<file path="src/rtl/four_bit_rcs_pkg.sv">
// Shared constants for the ripple-carry adder/subtractor.
package four_bit_rcs_pkg;
  localparam int DEFAULT_WIDTH = 4;
  localparam logic [DEFAULT_WIDTH-1:0] S_RST_VAL = '0;
endpackage

</file>
<file path="src/rtl/four_bit_rcs_full_adder.sv">
// Single-bit full adder; purely combinational, one stage of the ripple chain.
module four_bit_rcs_full_adder (
  input  logic a,
  input  logic b,
  input  logic cin,
  output logic s,
  output logic cout
);
  assign s    = a ^ b ^ cin;
  assign cout = (a & b) | (a & cin) | (b & cin);
endmodule

</file>
<file path="src/rtl/four_bit_rcs.sv">
// Ripple-carry adder/subtractor with registered sum, carry-out and signed overflow.
// One-cycle latency, accepts a new operation every cycle, no stall.
module four_bit_rcs
  import four_bit_rcs_pkg::*;
#(
  parameter int WIDTH = DEFAULT_WIDTH
) (
  input  logic             clk,
  input  logic             rst,
  input  logic [WIDTH-1:0] A,
  input  logic [WIDTH-1:0] B,
  input  logic             Sub,
  output logic [WIDTH-1:0] S,
  output logic             Cout,
  output logic             V
);
  logic [WIDTH-1:0] b_x;
  logic [WIDTH:0]   c;
  logic [WIDTH-1:0] s_d;
  logic [WIDTH-1:0] s_q;
  logic             cout_d;
  logic             cout_q;
  logic             v_d;
  logic             v_q;

  // Subtract is A + ~B + 1: Sub both inverts B and seeds the carry chain.
  assign b_x  = B ^ {WIDTH{Sub}};
  assign c[0] = Sub;

  for (genvar i = 0; i < WIDTH; i++) begin : g_fa
    four_bit_rcs_full_adder u_fa (
      .a    (A[i]),
      .b    (b_x[i]),
      .cin  (c[i]),
      .s    (s_d[i]),
      .cout (c[i+1])
    );
  end

  assign cout_d = c[WIDTH];
  assign v_d    = c[WIDTH] ^ c[WIDTH-1];

  always_ff @(posedge clk) begin
    if (rst) begin
      s_q    <= WIDTH'(S_RST_VAL);
      cout_q <= 1'b0;
      v_q    <= 1'b0;
    end else begin
      s_q    <= s_d;
      cout_q <= cout_d;
      v_q    <= v_d;
    end
  end

  assign S    = s_q;
  assign Cout = cout_q;
  assign V    = v_q;
endmodule

</file>
<file path="config.mk">
export PLATFORM = sky130hd
export DESIGN_NAME = four_bit_rcs
export DESIGN_NICKNAME = d
export VERILOG_FILES = /design/src/rtl/four_bit_rcs_pkg.sv /design/src/rtl/four_bit_rcs_full_adder.sv /design/src/rtl/four_bit_rcs.sv
export SDC_FILE = /design/constraint.sdc
export NUM_CORES = 1
export LEC_CHECK = 0
export CORE_AREA = 2 2 39 41
export CTS_CLUSTER_DIAMETER = 60
export CTS_CLUSTER_SIZE = 28
export DETAILED_ROUTE_END_ITERATION = 10
export DIE_AREA = 0 0 41 43
export HOLD_SLACK_MARGIN = 0.1
export SETUP_SLACK_MARGIN = 0.4
export SLEW_MARGIN = 20
export SYNTH_ARGS = -nofsm -noshare
export SYNTH_HDL_FRONTEND = slang
export SYNTH_SLANG_ARGS = --single-unit
</file>
<file path="constraint.sdc">
create_clock -name clk -period 3.04 [get_ports clk]
set_input_delay 0.608 -clock clk [delete_from_list [all_inputs] [get_ports clk]]
set_output_delay 0.608 -clock clk [all_outputs]
set_load 0.02 [all_outputs]
</file>
# == Word-level counts from Yosys, hierarchy flattened ==
# Index checks and enable logic that the tools add are counted.
# word_totals
out_inout_bits,6
register_bits,6
in_bits,11
# classes
bitwise,30
# op_table
cell,count
$and A1 B1 Y1,12
$xor A1 B1 Y1,9
$or A1 B1 Y1,8
$xor A4 B4 Y4,1

# == Logic depth before layout (Yosys ltp) ==
# depth
word_depth,14
depth_mapped,6

# == Modules after synthesis ==
# A second synthesis with hierarchy kept.
# unflattened
cells_unflattened,21
area_unflattened_um2,279.0
# modules_own_cells
mod,n_inst,area_per_inst_um2,seq_area_each_um2,cells_each
four_bit_rcs,1,198.9,120.1,17
four_bit_rcs_full_adder,4,20.0,0.0,1

# == Worst setup path after synthesis ==
# Ideal clock, no wire load.
# synth_path
kind,input -> register
start,input B[0]
end,register v_q (netlist: V)
setup_time_ns,0.115
path_stages,6
slack_ns,0.619
t_arrival_ns,2.306
n_path_buf,0
path_cell_list,mux2_2 fa_1 fa_1 fa_1 xnor2_1 nor2_1
# synth_via
elab_chain_len,14
elab_cells_between_ends,18
cone_classes,bitwise (18)
# synth_rtl
element,line,text
start: declaration,four_bit_rcs.sv:11,"input logic [WIDTH-1:0] B,"
$xor A4 B4 Y4 (*),four_bit_rcs.sv:27,assign b_x = B ^ {WIDTH{Sub}};
$and A1 B1 Y1,four_bit_rcs_full_adder.sv:10,assign cout = (a & b) | (a & cin) | (b & cin);
$or A1 B1 Y1,four_bit_rcs_full_adder.sv:10,
$or A1 B1 Y1 (*),four_bit_rcs_full_adder.sv:10,
$and A1 B1 Y1,four_bit_rcs_full_adder.sv:10,
$or A1 B1 Y1,four_bit_rcs_full_adder.sv:10,
$or A1 B1 Y1 (*),four_bit_rcs_full_adder.sv:10,
$and A1 B1 Y1,four_bit_rcs_full_adder.sv:10,
$or A1 B1 Y1,four_bit_rcs_full_adder.sv:10,
$or A1 B1 Y1 (*),four_bit_rcs_full_adder.sv:10,
$and A1 B1 Y1,four_bit_rcs_full_adder.sv:10,
$or A1 B1 Y1,four_bit_rcs_full_adder.sv:10,
$or A1 B1 Y1 (*),four_bit_rcs_full_adder.sv:10,
named net cout_d,four_bit_rcs.sv:21,logic cout_d;
$xor A1 B1 Y1 (*),four_bit_rcs.sv:41,assign v_d = c[WIDTH] ^ c[WIDTH-1];
end signal: assignment,four_bit_rcs.sv:51,v_q <= v_d;
end: declaration,four_bit_rcs.sv:24,logic v_q;
# Mark *: on every way through the listed nets, which the timed path passes. The rest lies on a longest branch.
# A chain may end at the register's enable or synchronous reset.

# == Final worst setup path ==
# layout_path
start,input Sub
end,register s_q[3] (netlist: S[3])
# layout_via
elab_chain_len,11
elab_cells_between_ends,18
cone_classes,bitwise (18)
# layout_rtl
element,line,text
start: declaration,four_bit_rcs.sv:12,"input logic Sub,"
$xor A4 B4 Y4,four_bit_rcs.sv:27,
$and A1 B1 Y1,four_bit_rcs_full_adder.sv:10,
$or A1 B1 Y1 (2 in a row),four_bit_rcs_full_adder.sv:10,
$and A1 B1 Y1,four_bit_rcs_full_adder.sv:10,
$or A1 B1 Y1 (2 in a row),four_bit_rcs_full_adder.sv:10,
$and A1 B1 Y1,four_bit_rcs_full_adder.sv:10,
$or A1 B1 Y1 (2 in a row),four_bit_rcs_full_adder.sv:10,
$xor A1 B1 Y1 (*),four_bit_rcs_full_adder.sv:9,assign s = a ^ b ^ cin;
named net g_fa[3].u_fa.s,four_bit_rcs_full_adder.sv:6,"output logic s,"
end signal: assignment,four_bit_rcs.sv:45,s_q <= WIDTH'(S_RST_VAL);
end: declaration,four_bit_rcs.sv:20,logic [WIDTH-1:0] s_q;
# Marks and branches as above.

==> flow_metrics.env <==
export IMPL_dr_pass1_iters=1
export IMPL_gr_total_overflow=0
export IMPL_first_global_vias=170
export IMPL_cts_tree="built"
export IMPL_syn_nets=35
export IMPL_p_total_w=0.0002480
export IMPL_ys_ff_latch=6
export IMPL_seq_area_frac_synth=0.4486
export IMPL_fin_nets=58
export IMPL_maxCapViolCount=0
export IMPL_ioPinCount=17
export IMPL_crit_type="in -> reg"
export IMPL_drive_above_1_share=0.2381
export IMPL_p_int_w=0.0001858
export IMPL_hold_buffers=0
export IMPL_setup_tns_ps=0
export IMPL_swShare=0.2509
export IMPL_vdd_drop_max_uv=121.4
export IMPL_antenna_found_initial=0
export IMPL_grt_usage=0.05466
export IMPL_cts_made_buffers=3
export IMPL_die_w_um=41
export IMPL_rows=14
export IMPL_diodes=0
export IMPL_start_util=0.1935
export IMPL_finalSetupViolations=0
export IMPL_finalInstanceArea_um2=499.2
export IMPL_syn_inst=21
export IMPL_cts_setup_buffers=0
export IMPL_clockPowerShare=0.276
export IMPL_crit_path_max_fanout=3
export IMPL_startpoint_type="input pin"
export IMPL_grt_pass1_wl_um=586
export IMPL_slew_headroom=0.8579
export IMPL_rsz0062_at_grt="no"
export IMPL_min_period_ps=2558
export IMPL_hp_class="in -> reg"
export IMPL_syn_to_final_growth_pct=86.45
export IMPL_gp_congestion=0.5619
export IMPL_wl_um=391
export IMPL_vias=205
export IMPL_arrival_ps=2730
export IMPL_place_area_um2=462.9
export IMPL_power_frac_seq=0.373
export IMPL_hold_viol=0
export IMPL_fin_hold_ws_ps=785.4
export IMPL_drt_vias_per_instance=3.534
export IMPL_route_detailed_drc=0
export IMPL_wl_per_cell_um=6.741
export IMPL_max_freq_mhz=390.9
export IMPL_synth_area_um2=267.8
export IMPL_pwr_density_cell_mw_per_mm2=496.8
export IMPL_path_clk_slew_ps=40
export IMPL_worst_pin_slew_ps=212.4
export IMPL_synth_cell_type_count=7
export IMPL_drtAntennaViolNets=0
export IMPL_core_area_mm2=0.001384
export IMPL_dp_final_hpwl_um=355
export IMPL_power_leakage_nw=0.1944
export IMPL_cts_sinks=6
export IMPL_cts_root_buf="clkbuf_4"
export IMPL_timing_final_crit_share=0.8415
export IMPL_yosys_warnings=0
export IMPL_crit_path_end_kind="flop"
export IMPL_io_buffers=16
export IMPL_htreeDepth=1
export IMPL_clk_path_buf_depth=2
export IMPL_switching_power_w=0.00006223
export IMPL_grt_start_max_net_pins=7
export IMPL_utilization=0.3608
export IMPL_required_ps=3210
export IMPL_fillCellCount=152
export IMPL_status="completed"
export IMPL_die_area_mm2=0.001763
export IMPL_drv_slew=0
export IMPL_die_h_um=43
export IMPL_power_frac_comb=0.350
export IMPL_drtIter0Drc=0
export IMPL_syn_avg_cell_area_um2=12.75
worst paths after layout:
check	to	slack (ps)	start	cells past startpoint
worst min-delay path	S[0]	790	B[0]	3
worst max-delay path	S[3]	480	Sub	6
kinds of logic (layout without fill, tap and decap cells):
group | count (synthesis) | count (layout) | synth area share
muxes | 1 | 1 | 0.04205
DFF | 6 | 6 | 0.4486
buffers and inverters | 0 | 21 | 0
xor gates and xnor gates | 5 | 5 | 0.1636
adders and majority gates | 3 | 3 | 0.2243
and+or+nand+nor | 6 | 6 | 0.1215
worst max-delay path: stages:
cell and delay (ps):
clkdlybuf4s50_1 450, mux2_2 290, fa_2 350, fa_2 400, fa_2 520, nor2b_1 110
layout by cell type (no fill, tap or decap):
cell type,netlist,final
dlygate4sd2_1,0,1
nor2b_1,4,4
fa_2,0,3
xor2_1,3,3
clkdlybuf4s50_1,0,15
clkbuf_4,0,3
mux2_2,1,1
xnor2_1,2,1
xnor2_2,0,1
dfxtp_1,6,6
nor2_1,2,2
buf_4,0,2
layout make-up:
cell class                      count  area, um^2  share of cell area
Timing Repair Buffer               18       173.9              0.3484
Tap cell                           16       20.02             0.04010
Multi-Input combinational cell     15       162.7              0.3258
Sequential cell                     6       120.1              0.2406
Clock buffer                        3       22.52             0.04511
metal layers:
layer  wire length (um)  global-route usage  vias to the layer above
li1                   -                   -                      106
met3                 66             0.01571                        0
met4                  0             0.08000                        0
met5                  0                   0                        -
met2                174             0.06875                       15
met1                150             0.05611                       84
through the flow:
stage	setup WS, ps	std cells
6_report	481.9	58
5_1_grt	414.5	58
4_1_cts	475.5	58
3_5_place_dp	17.51	55
3_3_place_gp	38.40	55
2_1_floorplan	619.3	21
synthesized netlist by cell type, drive strengths merged:
master | n | area (um^2)
xnor2 | 2 | 17.52
xor2 | 3 | 26.28
fa | 3 | 60.06
dfxtp | 6 | 120.1
nor2 | 2 | 7.510
nor2b | 4 | 25.02
mux2 | 1 | 11.26
flip-flops by register name (all words and copies together) (netlist names):
register and cells:
S 4, Cout 1, V 1
power by group through the flow:
stage | Combinational [W] | Sequential, W | Clock (W)
after global placement | 0.0000826 | 0.0000940 | 0
after detailed placement | 0.0000833 | 0.0000942 | 0
final | 0.0000868 | 0.0000926 | 0.0000685
after floorplan | 0.0000244 | 0.000109 | 0
after global routing | 0.0000955 | 0.0000931 | 0.0000749
after CTS | 0.0000848 | 0.0000928 | 0.0000723
timing repair:
action / 4_1_cts / 5_1_grt
hold endpoints to repair: 0 / 0
gates resized for setup: 4 / 1
pin swaps: 2 / 0
endpoints found under the setup margin: 3 / 1
Note: power is estimated with default switching activity, not from simulation.
==> variant 1 (same settings) <==
Set the package constant `DEFAULT_WIDTH` to 6 (it was 4).
--- a/src/rtl/four_bit_rcs_pkg.sv
+++ b/src/rtl/four_bit_rcs_pkg.sv
@@ -1,6 +1,6 @@
 // Shared constants for the ripple-carry adder/subtractor.
 package four_bit_rcs_pkg;
-  localparam int DEFAULT_WIDTH = 4;
+  localparam int DEFAULT_WIDTH = 6;
   localparam logic [DEFAULT_WIDTH-1:0] S_RST_VAL = '0;
 endpackage
 
Interface: changed (resized A, B and S); port bits go from 17 to 23. The function was not compared with the original's and may differ.
==> variant 1 against the unedited design <==
  * Synthesized area up 49%
  * Fmax fell by 4.3%
  * Total power increased by 33%
  * Routed wire length is 80% higher
  * Sequential cell count rose by 2
  * Setup slack got worse by 110 ps
  * Cell area increased by 43%
  * First-iteration DRC count unchanged
==> variant 1: results (changes against the unedited design) <==
• outcome: completed
• data arrival time of the critical path: 2850 ps, +120 ps
• utilization of the core after routing: 51.6%, +16 points
• global-route met2 utilization: 15.6%, +8.8 points
• Critical Path Max Stage Delay: 500 ps, -20 ps
• layout inverter count without the clock tree: 4, +4
• # placed instances: 76, +38%
• top post-synthesis cells by area: dfxtp_1 (40%), fa_1 (25%), xor2_1 (8.8%), xnor2_1 (6.6%), nor2b_1 (6.3%)
• total non-filler cell area in the finished layout: 714 µm², +43%
• routed wl met3: 50 µm, -24%
• most common library cells after synthesis: dfxtp_1 (8), fa_1 (5)
• footprint of the multi-input gates: 244 µm², +50%
• number of nets in the final layout: 85, +47%
• placed wire-length estimate after detailed placement: 636 µm, +79%
• leakage: 0.298 nW, +53%
• total placed instance area: 689 µm², +49%
• Signal buf overhead: 35.4%, +0.54 points
• Critical Path Start: B[0]
• largest net degree at the start of global routing: 9, +2
• # clock sinks: 8, +2
• vias in the first global route: 298, +75%
• met3 track demand over resource: 3.14%, +1.6 points
• Mapped Nets: 54, +54%
• largest fanout on the critical path: 2, -1
• Clock-cell share: 3.15%, -1.4 points
• library cells used by synthesis: 9, +2
• Post-Place Setup Slack: -289 ps, -307 ps
• vias per std cell: 3.77, +6.7%
• number of flip-flops under the largest register name: 6, +2
## variant 1: where the power goes
group          internal [mW]  total, mW  switching (mW)  leakage [nW]
combinational         0.0721      0.127          0.0552         0.218
sequential             0.121      0.125         0.00372        0.0667
clock                 0.0449     0.0772          0.0323        0.0138
## variant 1: worst max-delay path by stage
stage,depth (start not counted),endpoint,slack [ps]
detailed placement,10,S[5]$_SDFF_PP0_,-290
finish,10,S[5]$_SDFF_PP0_,370
floorplan,10,S[5]$_SDFF_PP0_,190
global route,10,S[5]$_SDFF_PP0_,320
CTS,10,S[5]$_SDFF_PP0_,360
global placement,10,S[5]$_SDFF_PP0_,-280
## variant 1: logic make-up after synthesis
group,after synthesis,synth area share (%)
flip-flops,8,40.1
AND/OR/NAND/NOR,8,10.0
multiplexers,1,2.82
buffers and inverters,5,6.58
adder cells (fa/ha/maj),5,25.1
XOR/XNOR,7,15.4
==> variant 2 (same settings) <==
Without the edit above. Put one more register stage on the output `S`, with the module's reset. The value now appears one clock later. The other outputs are not delayed to match.
--- a/src/rtl/four_bit_rcs.sv
+++ b/src/rtl/four_bit_rcs.sv
@@ -52,7 +52,13 @@
     end
   end
 
-  assign S    = s_q;
+  always_ff @(posedge clk) begin
+    if (rst) begin
+      S <= '0;
+    end else begin
+      S <= s_q;
+    end
+  end
   assign Cout = cout_q;
   assign V    = v_q;
 endmodule
Function: changed (a bounded check fails within 4 cycles, from zero or initial values and one cycle with rst high).
==> variant 2 against the unedited design <==
  * Setup slack gained 9.5 ps
  * Critical endpoint is now s_q[3]$_SDFF_PP0_
  * Largest cell class is now sequential cells
  * Total power grew 39%
  * Largest power group unchanged
  * Synthesized area grew 39%
  * Cell area grew 25%
  * Count of clock-buffer cells in the layout grew 1
  * Sequential cell count grew 4
  * Non-clock buffer count grew 1
  * Routed wire length grew 35%
==> variant 2: results (changes against the unedited design) <==
• outcome: completed
• routed wl met3: 63 µm, -4.5%
• Clock-cell share: 5.80%, +1.3 points
• share of post-route cells with drive strength above 1: 21.2%, -2.7 points
• leakage: 0.254 nW, +31%
• final worst hold slack: 433 ps, -353 ps
• largest net degree at the start of global routing: 11, +4
• number of nets in the final layout: 67, +16%
• synthesized-area fraction occupied by adder cells: 16.1%, -6.3 points
• total non-filler cell area in the finished layout: 626 µm², +25%
• total of cells resized after clock tree synthesis: 2, -2
• total placed instance area: 576 µm², +24%
• Seq area share: 32.0%, +7.9 points
• Clock Buffer Count: 4, +1
• fill count: 137, -9.9%
• buffers outside the clock class: 19, +1
• vias per std cell: 3.93, +11%
• Seq Cell Count: 10, +4
• share of synthesized area spent on multiplexers: 3.02%, -1.2 points
• multi-input combinational gate total: 19, +4
• top routing layer in use: met4
• crit path to: s_q[3]$_SDFF_PP0_
• Hold Path Cell Cnt: 1, -2
• Mapped Nets: 43, +23%
• xor/xnor share of the synthesized area: 11.7%, -4.6 points
• footprint of the multi-input gates: 184 µm², +13%
==> variant 2: through the flow <==
step / util, % / setup slack, ps / power (mW)
after global placement: 41.6 / 56.7 / 0.230
after CTS: 44.6 / 411 / 0.349
final: 45.2 / 491 / 0.344
after detailed placement: 41.6 / 31.1 / 0.231
after floorplan: - / 619 / 0.191
after global routing: 45.2 / 435 / 0.365
==> variant 2: cells by family (layout without fill, tap and decap cells) <==
logic type / Yosys count / after routing
adder cells (fa/ha/maj): 3 / 3
multiplexers: 1 / 1
XOR/XNOR: 5 / 5
AND/OR/NAND/NOR: 10 / 10
flip-flops: 10 / 10
buffers and inverters: 0 / 23
==> variant 2: critical path, stage by stage <==
cell             delay (ps)
clkdlybuf4s50_1         460
mux2_4                  290
fa_2                    350
fa_2                    410
fa_2                    520
nor2b_1                 110
==> variant 2: power by group <==
group          internal, mW  switching (mW)
Sequential            0.147         0.00275
Combinational        0.0482          0.0314
Clock                0.0726          0.0426
Total                 0.267          0.0768
